### src/rtl/gate_pkg.sv
// Shared types and constants for the parking-gate sensor decoder.
package gate_pkg;

    typedef enum logic [2:0] {
        IDLE,
        EN1,
        EN2,
        EN3,
        EX1,
        EX2,
        EX3,
        FAULT
    } gate_state_t;

    localparam logic [1:0] SENS_OPEN = 2'b00;

endpackage

### src/rtl/sensor_filter.sv
// Two-flop synchroniser followed by a debounce filter for one photo sensor.
module sensor_filter #(
    parameter int unsigned DEBOUNCE_CYCLES = 4
) (
    input  logic clk,
    input  logic Reset,
    input  logic raw,
    output logic filt
);

    logic       sync1_q;
    logic       sync2_q;
    logic       filt_q;
    logic [7:0] cnt_q;

    // Filtered value follows only after DEBOUNCE_CYCLES consecutive disagreeing samples.
    always_ff @(posedge clk) begin
        if (Reset) begin
            sync1_q <= 1'b0;
            sync2_q <= 1'b0;
            filt_q  <= 1'b0;
            cnt_q   <= 8'd0;
        end else begin
            sync1_q <= raw;
            sync2_q <= sync1_q;
            if (sync2_q == filt_q) begin
                cnt_q <= 8'd0;
            end else if (cnt_q == 8'(DEBOUNCE_CYCLES - 1)) begin
                filt_q <= sync2_q;
                cnt_q  <= 8'd0;
            end else begin
                cnt_q <= cnt_q + 8'd1;
            end
        end
    end

    assign filt = filt_q;

endmodule

### src/rtl/gate_sensor_decoder.sv
// Turns the outer/inner gate sensors into single-cycle car enter/exit pulses.
module gate_sensor_decoder
    import gate_pkg::*;
#(
    parameter int unsigned DEBOUNCE_CYCLES = 4
) (
    input  logic clk,
    input  logic Reset,
    input  logic sa,
    input  logic sb,
    output logic cen,
    output logic cex,
    output logic busy,
    output logic fault
);

    logic        a_filt;
    logic        b_filt;
    logic [1:0]  ab;
    gate_state_t state_q, state_d;
    logic        cen_q, cen_d;
    logic        cex_q, cex_d;
    logic        fault_q, fault_d;

    sensor_filter #(.DEBOUNCE_CYCLES(DEBOUNCE_CYCLES)) u_filter_a (
        .clk   (clk),
        .Reset (Reset),
        .raw   (sa),
        .filt  (a_filt)
    );

    sensor_filter #(.DEBOUNCE_CYCLES(DEBOUNCE_CYCLES)) u_filter_b (
        .clk   (clk),
        .Reset (Reset),
        .raw   (sb),
        .filt  (b_filt)
    );

    assign ab = {a_filt, b_filt};

    always_comb begin
        state_d = state_q;
        cen_d   = 1'b0;
        cex_d   = 1'b0;
        fault_d = 1'b0;
        case (state_q)
            IDLE: begin
                if (ab == 2'b10) state_d = EN1;
                else if (ab == 2'b01) state_d = EX1;
                else if (ab == 2'b11) begin state_d = FAULT; fault_d = 1'b1; end
            end
            EN1: begin
                if (ab == 2'b11) state_d = EN2;
                else if (ab == SENS_OPEN) state_d = IDLE;
                else if (ab == 2'b01) begin state_d = FAULT; fault_d = 1'b1; end
            end
            EN2: begin
                if (ab == 2'b01) state_d = EN3;
                else if (ab == 2'b10) state_d = EN1;
                else if (ab == SENS_OPEN) begin state_d = FAULT; fault_d = 1'b1; end
            end
            EN3: begin
                if (ab == SENS_OPEN) begin state_d = IDLE; cen_d = 1'b1; end
                else if (ab == 2'b11) state_d = EN2;
                else if (ab == 2'b10) begin state_d = FAULT; fault_d = 1'b1; end
            end
            EX1: begin
                if (ab == 2'b11) state_d = EX2;
                else if (ab == SENS_OPEN) state_d = IDLE;
                else if (ab == 2'b10) begin state_d = FAULT; fault_d = 1'b1; end
            end
            EX2: begin
                if (ab == 2'b10) state_d = EX3;
                else if (ab == 2'b01) state_d = EX1;
                else if (ab == SENS_OPEN) begin state_d = FAULT; fault_d = 1'b1; end
            end
            EX3: begin
                if (ab == SENS_OPEN) begin state_d = IDLE; cex_d = 1'b1; end
                else if (ab == 2'b11) state_d = EX2;
                else if (ab == 2'b01) begin state_d = FAULT; fault_d = 1'b1; end
            end
            FAULT: begin
                // Latched until the gate is completely clear; no pulse on recovery.
                if (ab == SENS_OPEN) state_d = IDLE;
            end
            default: state_d = IDLE;
        endcase
    end

    always_ff @(posedge clk) begin
        if (Reset) begin
            state_q <= IDLE;
            cen_q   <= 1'b0;
            cex_q   <= 1'b0;
            fault_q <= 1'b0;
        end else begin
            state_q <= state_d;
            cen_q   <= cen_d;
            cex_q   <= cex_d;
            fault_q <= fault_d;
        end
    end

    assign cen   = cen_q;
    assign cex   = cex_q;
    assign fault = fault_q;
    assign busy  = (state_q != IDLE);

endmodule

### config.mk
export PLATFORM = sky130hd
export DESIGN_NAME = gate_sensor_decoder
export DESIGN_NICKNAME = d
export VERILOG_FILES = /design/src/rtl/gate_pkg.sv /design/src/rtl/sensor_filter.sv /design/src/rtl/gate_sensor_decoder.sv
export SDC_FILE = /design/constraint.sdc
export NUM_CORES = 1
export LEC_CHECK = 0
export ABC_AREA = 1
export CORE_MARGIN = 2
export CORE_UTILIZATION = 45
export DETAILED_ROUTE_END_ITERATION = 8
export DONT_BUFFER_PORTS = 1
export HOLD_SLACK_MARGIN = 0.15
export SYNTH_ARGS = -nofsm -noshare
export SYNTH_HDL_FRONTEND = slang
export SYNTH_SLANG_ARGS = --single-unit
### constraint.sdc
create_clock -name clk -period 2.3 [get_ports clk]
set_input_delay 0.23 -clock clk [delete_from_list [all_inputs] [get_ports clk]]
set_output_delay 0.23 -clock clk [all_outputs]
set_load 0.05 [all_outputs]
==> qor.yml, run 1 <==
status: "completed"
crit_path_top_delay_cell: "dfxtp_1"
placementRows: 20
final_cell_area_mm2: 0.001599
multi_input_area_um2: 827.0
slew_headroom: 0.6633
io_pins: 8
max_freq_mhz: 543.3
critPathMaxFanout: 8
grt_usage: 0.1807
cpPeakStageDelay_ps: 420
hp-class: "reg2reg"
dieArea_mm2: 0.003803
ys_warn_count: 0
finalSetupTns_ps: 0
num_antenna_cells: 0
antenna_found_initial: 0
rsz0062_at_grt: "no"
grt_pass1_wl_mm: 5.161
worst_path_dominant_cell_family: "buffers and inverters"
holdWs_ps: 424.9
finalClockSkew_ps: 12.51
setup_violations: 0
required_ps: 2070
wl_per_cell_um: 11.27
finalWirelength_mm: 2.954
cts_tree: "built"
ys_ff_latch: 28
worstHoldStart: "u_filter_b.sync1_q"
cp-startpoint: "state_q[1]"
vias: 1344
clkTransAtPathRegs_ps: 150
finalWeightedCongestion: 0.9644
seq_area_frac_synth: 0.3746
arrival_ps: 1610
crit_path_end_kind: "primary output"
final_common_cell: "nand2_1"
grt_max_degree: 16
cp-start-kind: "flop"
layout_min_cycle_time_ps: 1841
via_per_inst: 5.130
yosys-top-cells-area: "dfxtp_1 37%, nand2_1 11%, nor2_1 10%"
gr-total-overflow: 0
clock_latency_ps: 330
slew_violations: 0
worstMarginPinSlew_ps: 503.4
drc: 0
period_share: 0.8003
path_cells: "inv_2 -> nand2_2 -> nor2_2 -> inv_1"
drv_cap: 0
fill_cells: 319
cts_sinks: 28
reg2reg_from: "u_filter_b.filt"
grt_pass1_vias: 1206
synthCells: 215
mostFrequentLayoutCells: "44 x nand2_1, 41 x nor2_1, 28 x dfxtp_1"
numCtsBuffers: 3
synth_area_per_cell_um2: 6.960
drtPass1Iterations: 4
critical_path_class: "reg2out"
post-dp-hpwl_mm: 2.215
drt_iter0_markers: 116
synth.distinct_cells: 27
vdd_drop_max_mv: 0.3679
core_mm2: 0.003103
cts_buffer_depth: 2
syn-cell-area_mm2: 0.001496
layout.nets: 232
power.leakage_uw: 0.0006757
synth_top_area_cell: "dfxtp_1"
area_growth_syn_to_layout_pct: 6.856
hold_violations: 0
die_x_um: 61.67
die_h_um: 61.67
register_area_um2: 560.5
synthesis.nets: 228
placed_area_mm2: 0.001533
start_util: 0.4823
yosysTopAreaCellShare: 0.3746
port_buffers: 0
drtAntennaViolNets: 0
final_layout_size_suffix_gt1_frac: 0.07339
cts_root_buf: "clkbuf_4"
power_density_mw_per_mm2: 643.2
h-tree-depth: 1
crit_buf_inv: 2
-- through the flow --
stage | utilization | worst slack, ps | total power (µW) | cells
floorplan | - | 802.0 | 746.2 | 215
global placement | 0.4940 | 572.5 | 789.8 | 255
detailed placement | 0.4940 | 550.4 | 784.6 | 255
CTS | 0.5153 | 479.5 | 1035 | 262
global route | 0.5153 | 282.5 | 1085 | 262
finish | 0.5153 | 459.3 | 1029 | 262
-- cell type report --
class,count,area share
clock buffer,4,0.02269
sequential,28,0.3505
inverter,24,0.05634
multi-input combinational,159,0.5172
tap,44,0.03443
timing repair buffer,3,0.01878
-- sequential cells by signal (all words and copies together) (netlist names) --
signal	count
cen	1
cex	1
fault	1
state_q	3
u_filter_a.cnt_q	8
u_filter_a.filt	1
u_filter_a.sync1_q	1
u_filter_a.sync2_q	1
u_filter_b.cnt_q	8
u_filter_b.filt	1
u_filter_b.sync1_q	1
u_filter_b.sync2_q	1
-- cells in the mapped netlist --
library cell	instances
xnor2_1	2
dfxtp_1	28
a31oi_1	1
buf_2	3
nand2_1	44
nor3b_1	3
nor2_1	41
nor3_2	1
nand3_1	15
ha_1	9
nor3_1	5
clkbuf_1	1
a22oi_1	1
o211ai_2	1
nor2_2	2
nand3b_1	1
o311a_1	1
o21ai_0	8
inv_1	18
nor4_1	1
nand2_2	1
inv_2	6
nand4_1	2
o21ai_1	2
or2_2	1
xor2_1	6
a21oi_1	11
-- logic make-up after synthesis --
kind of cell | count (synthesis) | share of synthesized area
flip-flops | 28 | 0.3746
buffers and inverters | 28 | 0.07273
AO/OA/AOI/OAI | 25 | 0.09448
adder cells (fa/ha/maj) | 9 | 0.07525
AND/OR/NAND/NOR | 117 | 0.3361
XOR/XNOR | 8 | 0.04682
-- path summary, 6_finish.rpt --
check | end | slack [ps] | depth (start not counted)
max | busy | 460 | 4
min | u_filter_b.sync2_q | 420 | 2
max reg2reg | state_q[0] | 500 | 8
min reg2reg | u_filter_b.sync2_q | 420 | 2
-- per-layer routing --
layer | share of wire | track usage | vias up
li1 | - | - | 697
met1 | 0.48 | 0.2411 | 583
met2 | 0.43 | 0.2812 | 53
met3 | 0.064 | 0.05042 | 11
met4 | 0.019 | 0.06079 | 0
met5 | 0 | 0 | -
-- report_power, final --
part	leakage (µW)	internal, µW	switching (µW)
logic	0.000428	65.7	162
registers	0.000227	506	53.9
clock network	0.0000210	96.9	143
total	0.000676	669	360
-- tightest hold or removal path: cells and delay by family (launching register included) --
kind / cells / cell delay (ps)
and+or+nand+nor: 1 / 30
buffers and inverters: 1 / 40
DFF: 1 / 330
-- timing repair --
item	CTS	global route
hold buffers	3	0
setup buffers	0	0
resized for setup	0	0
endpoints found under the hold margin	13	0
Note: power is estimated with default switching activity, not from simulation.
==> run 2, diff against run 1 <==
ABC_AREA = 0   (was 1)
clock period = 1.88 ns   (was 2.3 ns; I/O delays follow)
==> qor.yml, run 2 <==
yosysTopAreaCellShare: 0.3852  # +0.01063
clkTransAtPathRegs_ps: 130  # -20 ps
finalWeightedCongestion: 0.8838  # -8.4%
arrival_ps: 1960  # +350 ps
setup_violations: 0  # unchanged
wl_per_cell_um: 11.90  # +5.5%
final_cells: 209  # -20%
critPathMaxFanout: 8  # unchanged
grt_pass1_wl_mm: 4.402  # -15%
post-dp-hpwl_mm: 1.853  # -16%
required_ps: 2080  # about the same
synth_area_per_cell_um2: 8.982  # +29%
dp_slack_ps: 175.0  # -375.4 ps
clock_latency_ps: 320  # about the same
reg_top3: "u_filter_a.cnt_q (8), u_filter_b.cnt_q (8), state_q (3)"
h-tree-depth: 1  # unchanged
final_layout_size_suffix_gt1_frac: 0.07879  # +0.005393
start_util: 0.4766  # -0.005619
drtPass1Iterations: 4  # unchanged
power.leakage_uw: 0.0005654  # -16%
holdWs_ps: 453.6  # +28.70 ps
rsz0062_at_grt: "no"
crit_path_end_kind: "flop"
mostFrequentLayoutCells: "29 x nor2_1, 28 x dfxtp_1, 13 x nand3_1"
ys_ff_latch: 28  # unchanged
seq_area_frac_synth: 0.3852  # +0.01063
post-cts-setup-buffers: 0  # unchanged
drv_cap: 0  # unchanged
cp.depth: 6  # +2
max_freq_mhz: 568.1
yosys-top-cells-area: "dfxtp_1 39%, ha_1 7.7%, nor2_1 7.5%"
grt_max_degree: 15  # -1
dieArea_mm2: 0.003705  # -2.6%
numCtsBuffers: 3  # unchanged
async_flop_share: 0  # unchanged
die_x_um: 60.87  # -1.3%
cp-start-kind: "flop"
synth.distinct_cells: 35  # +30%
gr-total-overflow: 0  # unchanged
finalClockSkew_ps: 2.114  # -10.40 ps
final_common_cell: "nor2_1"
grt_pass1_vias: 967  # -20%
rrSetupSlack_ps: 120  # -380 ps
area_growth_syn_to_layout_pct: 5.417
rr_endpoint: "state_q[0]"
drt_iter0_markers: 82  # -29%
dp_cells: 203  # -20%
worst_path_dominant_cell_family: "compound AO/OA/AOI/OAI gates"
port_buffers: 0  # unchanged
register_area_um2: 560.5  # unchanged
fin_total_pwr_uw: 1225  # +19%
synth_edf_count: 0  # unchanged
finalWirelength_mm: 2.487  # -16%
drtAntennaViolNets: 0  # unchanged
crit_path_top_delay_cell: "dfxtp_1"
synthesis.nets: 175  # -23%
ys_warn_count: 0  # unchanged
fill_cells: 308  # -3.4%
cp-startpoint: "u_filter_b.filt"
synthCells: 162  # -25%
slew_headroom: 0.6531  # -0.01017
via_per_inst: 5.172  # +0.83%
cpPeakStageDelay_ps: 510  # +90 ps
status: "completed"
grt_usage: 0.1566  # -0.02408
worstMarginPinSlew_ps: 518.7  # +15.20 ps
io_pins: 8  # unchanged
antenna_found_initial: 0  # unchanged
num_antenna_cells: 0  # unchanged
placementRows: 20  # unchanged
critical_path_class: "reg2reg"
reg2reg_from: "u_filter_b.filt"
slew_violations: 0  # unchanged
multi_input_area_um2: 820.8  # -0.76%
setup_ws_ps: 119.8  # -339.5 ps
drc: 0  # unchanged
grt_util_met1: 0.2256  # -0.01552
path_cells: "inv_1 -> ha_1 -> nand2b_1 -> o31a_1 -> a21oi_1 -> a311oi_2"
synthTopCellsByCount: "29 x nor2_1, 28 x dfxtp_1, 13 x nand3_1, 9 x ha_1, 9 x xor2_1"
finalSetupTns_ps: 0  # unchanged
globalRouteMet3Util: 0.04051  # -0.009908
endpoint: "state_q[0]"
layout_min_cycle_time_ps: 1760
syn-cell-area_mm2: 0.001455  # -2.8%
cts_resized: 0  # unchanged
synth_top_area_cell: "dfxtp_1"
vdd_drop_max_mv: 0.5647  # +53%
hp-class: "reg2reg"
cts_tree: "built"
core_mm2: 0.003053  # -1.6%
hold_violations: 0  # unchanged
grt_most_used_layer: "met2"
cts_root_buf: "clkbuf_4"
crit_buf_inv: 1  # -1
layout.nets: 180  # -22%
period_share: 0.9363
yosysMostFrequentCell: "nor2_1"
die_h_um: 60.87  # -1.3%
grt_use_met2: 0.2396  # -0.04157
cts_sinks: 28  # unchanged
power_density_mw_per_mm2: 798.5  # +24%
r2r_cells: 6  # -2
cts_buffer_depth: 2  # unchanged
ys.flop_type: "dfxtp_1"
vias: 1081  # -20%
## run 2: changes by cell type in the layout (fill, tap and decap cells not counted), moves of 4 or more
cell     before  now
nor2_1       41   29
xnor2_1       2    6
buf_4         0    4
o21ai_0       8    1
inv_1        18    3
and3_1        0    6
nor2b_1       0    6
a21oi_1      11    5
inv_2         6    1
nand2_1      44    7
## run 2: kinds of logic after synthesis
logic type,after synthesis,synth area share
AND/OR/NAND/NOR,77,0.2691
flip-flops,28,0.3852
AO/OA/AOI/OAI,18,0.09114
XOR/XNOR,15,0.09029
buffers and inverters,11,0.05072
adder cells (fa/ha/maj),9,0.07739
multiplexers,4,0.03611
## run 2: worst min-delay path by stage
| stage | startpoint | end | slack [ps] | depth (start not counted) |
|---|---|---|---|---|
| floorplan | sa | u_filter_a.sync1_q | 320 | 1 |
| global placement | Reset | state_q[1] | 260 | 1 |
| detailed placement | Reset | state_q[1] | 260 | 1 |
| CTS | u_filter_b.cnt_q[0] | u_filter_b.cnt_q[0] | 460 | 1 |
| global route | u_filter_a.sync1_q | u_filter_a.sync2_q | 480 | 1 |
| finish | u_filter_b.cnt_q[0] | u_filter_b.cnt_q[0] | 450 | 1 |
## run 2: timing repair
action | in CTS | in global routing
endpoints found under the hold margin | 14 | 0
endpoints found under the setup margin | 0 | 0
hold buffers | 3 | 0
## run 2: power breakdown
group	total, µW	internal (µW)	switching (µW)
clock	236	75.1	161
combinational	278	123	154
sequential	711	625	86.8
## run 2: metal layers
metal  routed length (µm)  up-vias
li1                     -      563
met1                 1302      489
met2                 1060       27
met3                  112        2
met4                   12        0
met5                    0        -
## run 2: area by class of cell
type                    count  share of cell area
clock buffers               3             0.01468
inverters                   4            0.009788
multi-input cells         123              0.5351
flip-flops and latches     28              0.3654
repair buffers              7             0.03915
well taps                  44             0.03589
## run 2: metrics by stage
stage	instance area, µm²	util
finish	1534	0.5025
global route	1534	0.5025
CTS	1534	0.5025
detailed placement	1481	0.4852
global placement	1481	0.4852
floorplan	1455	-
